===== src/rtl/adc_capture_pkg.sv =====
// Shared types and default sizing for the ADC capture window.
// An ADC beat is 8 x 16-bit samples.
package adc_capture_pkg;

    localparam int DEF_NBITS        = 128;
    localparam int DEF_LEN_BITS     = 12;
    localparam int DEF_PRETRIG_BITS = 4;

    typedef enum logic {
        IDLE,
        CAPTURE
    } cap_state_t;

endpackage


===== src/rtl/adc_capture_window_delay.sv =====
// Pretrigger history: a shift register of the most recent valid ADC beats.
// The tap can also select the beat arriving right now, with no delay.
module adc_beat_delay
    import adc_capture_pkg::*;
#(
    parameter int NBITS        = DEF_NBITS,
    parameter int PRETRIG_BITS = DEF_PRETRIG_BITS
) (
    input  logic                    i_clk,
    input  logic                    i_rst,
    input  logic                    i_en,
    input  logic [NBITS-1:0]        i_data,
    input  logic [PRETRIG_BITS-1:0] i_sel,
    output logic [NBITS-1:0]        o_tap
);

    localparam int DEPTH = 2 ** PRETRIG_BITS;

    logic [NBITS-1:0]        r_line [DEPTH];
    logic [PRETRIG_BITS-1:0] w_idx;

    always_ff @(posedge i_clk) begin
        if (i_rst) begin
            for (int i = 0; i < DEPTH; i++) begin
                r_line[i] <= '0;
            end
        end else if (i_en) begin
            r_line[0] <= i_data;
            for (int i = 1; i < DEPTH; i++) begin
                r_line[i] <= r_line[i-1];
            end
        end
    end

    // A select of P means "P valid beats before the current one".
    // Entry 0 therefore holds a delay of 1.
    assign w_idx = i_sel - 1'b1;
    assign o_tap = (i_sel == '0) ? i_data : r_line[w_idx];

endmodule


===== src/rtl/adc_capture_window.sv =====
// Captures a window of L ADC beats, starting P beats before the trigger beat.
// The window streams out with one cycle of latency and is never back-pressured.
module adc_capture_window
    import adc_capture_pkg::*;
#(
    parameter int NBITS        = DEF_NBITS,
    parameter int LEN_BITS     = DEF_LEN_BITS,
    parameter int PRETRIG_BITS = DEF_PRETRIG_BITS
) (
    input  logic                    aclk,
    input  logic                    rst,
    input  logic [NBITS-1:0]        s_axis_tdata,
    input  logic                    s_axis_tvalid,
    output logic                    s_axis_tready,
    output logic [NBITS-1:0]        m_axis_tdata,
    output logic                    m_axis_tvalid,
    input  logic                    m_axis_tready,
    input  logic                    capture_i,
    input  logic [PRETRIG_BITS-1:0] pretrig_i,
    input  logic [LEN_BITS-1:0]     length_i,
    output logic                    busy_o,
    output logic                    done_o,
    output logic                    overflow_o
);

    cap_state_t              r_state;
    logic [PRETRIG_BITS-1:0] r_pretrig;
    logic [LEN_BITS-1:0]     r_len;
    logic [LEN_BITS-1:0]     r_count;
    logic                    r_done;
    logic                    r_busy;
    logic                    r_overflow;
    logic                    r_tvalid;
    logic [NBITS-1:0]        r_tdata;

    logic                    w_idle;
    logic                    w_start;
    logic                    w_issue;
    logic                    w_last;
    logic [PRETRIG_BITS-1:0] w_sel;
    logic [LEN_BITS-1:0]     w_cnt;
    logic [LEN_BITS-1:0]     w_len;
    logic [NBITS-1:0]        w_tap;

    // The trigger beat may arrive in the same cycle as capture_i.
    // So that cycle uses the live P/L inputs instead of the latched copies.
    assign w_idle  = (r_state == IDLE);
    assign w_start = w_idle && capture_i;
    assign w_sel   = w_idle ? pretrig_i : r_pretrig;
    assign w_cnt   = w_start ? '0 : r_count;
    assign w_len   = w_start ? length_i : r_len;
    assign w_last  = (w_cnt == w_len);
    assign w_issue = s_axis_tvalid && (w_start || ((r_state == CAPTURE) && !r_done));

    adc_beat_delay #(
        .NBITS        (NBITS),
        .PRETRIG_BITS (PRETRIG_BITS)
    ) u_delay (
        .i_clk  (aclk),
        .i_rst  (rst),
        .i_en   (s_axis_tvalid),
        .i_data (s_axis_tdata),
        .i_sel  (w_sel),
        .o_tap  (w_tap)
    );

    // The done cycle stays in CAPTURE so busy_o covers it and capture_i is ignored.
    // No new beat is issued during the done cycle.
    always_ff @(posedge aclk) begin
        if (rst) begin
            r_state    <= IDLE;
            r_pretrig  <= '0;
            r_len      <= '0;
            r_count    <= '0;
            r_done     <= 1'b0;
            r_busy     <= 1'b0;
            r_overflow <= 1'b0;
            r_tvalid   <= 1'b0;
            r_tdata    <= '0;
        end else begin
            r_tvalid <= w_issue;
            r_done   <= w_issue && w_last;
            if (w_issue) begin
                r_tdata <= w_tap;
                r_count <= w_cnt + 1'b1;
            end else if (w_start) begin
                r_count <= '0;
            end

            if (w_start) begin
                r_overflow <= 1'b0;
            end else if (r_tvalid && !m_axis_tready) begin
                r_overflow <= 1'b1;
            end

            case (r_state)
                IDLE: begin
                    if (capture_i) begin
                        r_state   <= CAPTURE;
                        r_busy    <= 1'b1;
                        r_pretrig <= pretrig_i;
                        r_len     <= length_i;
                    end
                end
                CAPTURE: begin
                    if (r_done) begin
                        r_state <= IDLE;
                        r_busy  <= 1'b0;
                    end
                end
                default: begin
                    r_state <= IDLE;
                    r_busy  <= 1'b0;
                end
            endcase
        end
    end

    assign s_axis_tready = 1'b1;
    assign m_axis_tdata  = r_tdata;
    assign m_axis_tvalid = r_tvalid;
    assign busy_o        = r_busy;
    assign done_o        = r_done;
    assign overflow_o    = r_overflow;

endmodule


===== config.mk =====
export PLATFORM = sky130hd
export DESIGN_NAME = adc_capture_window
export DESIGN_NICKNAME = d
export VERILOG_FILES = /design/src/rtl/adc_capture_pkg.sv /design/src/rtl/adc_capture_window_delay.sv /design/src/rtl/adc_capture_window.sv
export SDC_FILE = /design/constraint.sdc
export NUM_CORES = 2
export LEC_CHECK = 0
export CORE_MARGIN = 2
export CORE_UTILIZATION = 55
export CTS_CLUSTER_DIAMETER = 200
export DETAILED_ROUTE_END_ITERATION = 10
export GPL_TIMING_DRIVEN = 0
export MAX_ROUTING_LAYER = met4
export PLACE_DENSITY_LB_ADDON = 0.15
export REMOVE_ABC_BUFFERS = 1
export SYNTH_ARGS = -nofsm -noshare
export SYNTH_HDL_FRONTEND = slang
export SYNTH_HIERARCHICAL = 1
export SYNTH_SLANG_ARGS = --single-unit

===== constraint.sdc =====
create_clock -name aclk -period 82.2 [get_ports aclk]
set_clock_uncertainty 0.05 [all_clocks]
set_input_delay 20.55 -clock aclk [delete_from_list [all_inputs] [get_ports aclk]]
set_output_delay 20.55 -clock aclk [all_outputs]
set_load 0.01 [all_outputs]

==> qor.yml <==
clock_network:
  clockBufferDepth: 3
  clock-sinks: 2209
  clk_latency_ns: 0.85
  cts_resized: 0
  clkTransAtPathRegs_ns: 0.06
  cts_setup_buffers: 0
  htreeDepth: 4
  ctsRootBufferMaster: "clkbuf_16"
  cts_tree: "yes"
  ctsHoldBuffers: 0
  cts_made_buffers: 229
flow_run:
  max-cap-violations: 0
synth:
  yosysWarnings: 6
  ys_ff_latch: 2209
  ys_types: 44
  synth.area.top_cells: "edfxtp_1 (63%), mux4_2 (12%), and2_1 (8.2%)"
  synthCells: 6425
  syn_area_um2: 98100
  ys_seq_area_share_pct: 65.97
  avgSynthCellArea_um2: 15.27
  synth.top_cell.area_share_pct: 62.69
  yosysTopAreaCell: "edfxtp_1"
global_route:
  grt_pass1_vias: 53070
  grt_usage_pct: 22.05
  grt_use_met2_pct: 33.03
  busiest_layer: "met2"
  grt_max_degree: 142
  grt_pass1_wl_mm: 307.5
  antenna_found_initial: 17
  overflow: 0
  grt_use_met1_pct: 32.03
  met3_usage_pct: 3.002
power_and_ir_drop:
  p_leak_nw: 41.17
  seq_power_share_pct: 49.6
  powerDensity_nw_per_um2: 24.12
  ir_drop_v: 0.00001899
  swShare_pct: 23.84
  clkPwrFrac_pct: 37.1
  p_int_mw: 2.069
  power_mw: 2.716
  switching_power_mw: 0.6475
  p_comb_share_pct: 13.2
final_layout:
  final_common_cell: "edfxtp_1"
  design_area_um2: 112600
  drive_gt1_share_pct: 16.66
  final_cell_mix: "edfxtp_1 (2048), and2_1 (1280), nor2b_1 (897)"
  nFillCells: 13050
  area_delta_synth_final_pct: 14.81
  finish.net_count: 6745
placement:
  dp_slack_ns: 55.83
  placed_area_um2: 105300
  hpwl_mm: 112.3
  gp_congestion: 0.7177
  portBuffers: 280
critical_path:
  path_class: "in2reg"
  worstPathRequired_ns: 82.66
  worst_setup_path_start_kind: "primary input"
  cp.arrival_ns: 25.86
  r2r_cells: 16
  cp_max_fo: 137
  crit_path_end_kind: "flop"
sta:
  tightest_slew_ns: 0.9841
  max_freq_mhz: 39.36
  fin_ws_ns: 56.79
  finalSetupViolCount: 0
  finalMaxSlewViolations: 0
  finalHoldViolations: 0
  post-route-period-util_pct: 30.91
  fin_crit_ns: 25.41
  rsz0062_at_grt: "false"
  slew_headroom_pct: 34.29
  finalSetupTns_ns: 0
route:
  drtIter0Drc: 4654
  drtAntennaViolNets: 0
  drc: 0
  dr.pass1.iters: 5
  avgViaCountPerCell: 5.774
  vias: 52930
  wirelength_mm: 194.2
  wire_per_inst_um: 21.18
outcome:
  status: "finished, final reports clean"
floorplan:
  coreArea_um2: 177800
  pin_count: 282
  rows: 155
  die_area_um2: 181800
  die_h_um: 426.3
  start_util_pct: 55.16
  die_w_um: 426.3
worst_hold_path:
  hold_depth: 2
  hp-class: "reg2reg"
[state kept, by name (all words and copies together), names as in the netlist]
signal	cells
busy_o	1
done_o	1
m_axis_tdata	128
m_axis_tvalid	1
overflow_o	1
r_count	12
r_len	12
r_pretrig	4
r_state	1
u_delay/r_line	2048
[cell type report]
type                    count  area (um2)  area share [%]
diodes                     12       30.03         0.02666
repair buffers            418        6156           5.466
inverters                   6       22.52         0.02000
clock inverters           109       783.3          0.6954
flip-flops and latches   2209       64720           57.47
well taps                2355        2947           2.616
multi-input cells        3730       31420           27.89
clock buffers             328        6553           5.818
[per-layer routing]
layer	share of wire, %	vias up	routed length [um]
li1	-	23960	-
met5	0	-	0
met3	4.2	285	8195
met1	47	27590	90760
met2	47	1093	91120
met4	2.1	0	4095
[kinds of logic after synthesis]
| logic type | count (synthesis) | share of synthesized area, % |
|---|---|---|
| adder cells (fa/ha/maj) | 2 | 0.02550 |
| AND/OR/NAND/NOR | 2644 | 15.78 |
| XOR/XNOR | 21 | 0.1951 |
| flip-flops | 2209 | 65.97 |
| buffers and inverters | 486 | 2.108 |
| multiplexers | 644 | 13.27 |
| other | 1 | 0.003823 |
| AO/OA/AOI/OAI | 418 | 2.649 |
[synth_stat cells (all sizes together)]
cell type  count
nor2         145
a31oi          1
a211oi       129
o21ba          1
or4            2
ha             2
nand4b         1
conb           1
buf          153
mux4         512
nor3           5
inv            6
clkbuf       327
o21ai          3
nand4          4
xnor2          5
nand3          3
edfxtp      2048
nor4           5
nand2b         2
o211ai         1
nor2b        899
or3            2
a21boi         2
or2            1
o22ai        128
o21a           1
o31ai          3
nand2        294
a21oi        149
mux2         132
and2        1280
and4b          1
dfxtp        161
xor2          16
[worst max-delay path, stage by stage]
cell	delay, ns
buf_8	0.37
buf_16	0.33
buf_16	0.40
or2_4	0.79
buf_16	0.36
buf_16	0.34
buf_16	0.29
buf_16	0.32
buf_16	0.32
buf_16	0.30
buf_16	0.31
buf_16	0.30
buf_16	0.31
[through the flow]
stage | instances | util, % | hold slack [ns]
after detailed placement | 8718 | 59.19 | 0.3950
after floorplan | 5945 | - | 0.3768
final | 9167 | 63.33 | 0.4011
after CTS | 9155 | 63.31 | 0.4040
after global routing | 9165 | 63.33 | 0.4178
after global placement | 8580 | 57.25 | 0.3887
[final timing paths]
kind / start / to / slack, ns
worst max-delay path: rst / u_delay/r_line[8][112] / 56.79
worst min-delay path: m_axis_tdata[49] / m_axis_tdata[49] / 0.40
worst max register to register: r_state / m_axis_tdata[20] / 77.05
worst min register to register: m_axis_tdata[49] / m_axis_tdata[49] / 0.40
[power by group through the flow]
stage               logic (mW)  registers [mW]  clock network [mW]
CTS                      0.365            1.35                1.04
global placement         0.564            1.44                   0
detailed placement       0.363            1.37                   0
finish                   0.360            1.35                1.01
floorplan                0.312            1.41                   0
global route             0.388            1.36                1.08
No activity file was read; power rests on OpenSTA's default activity.
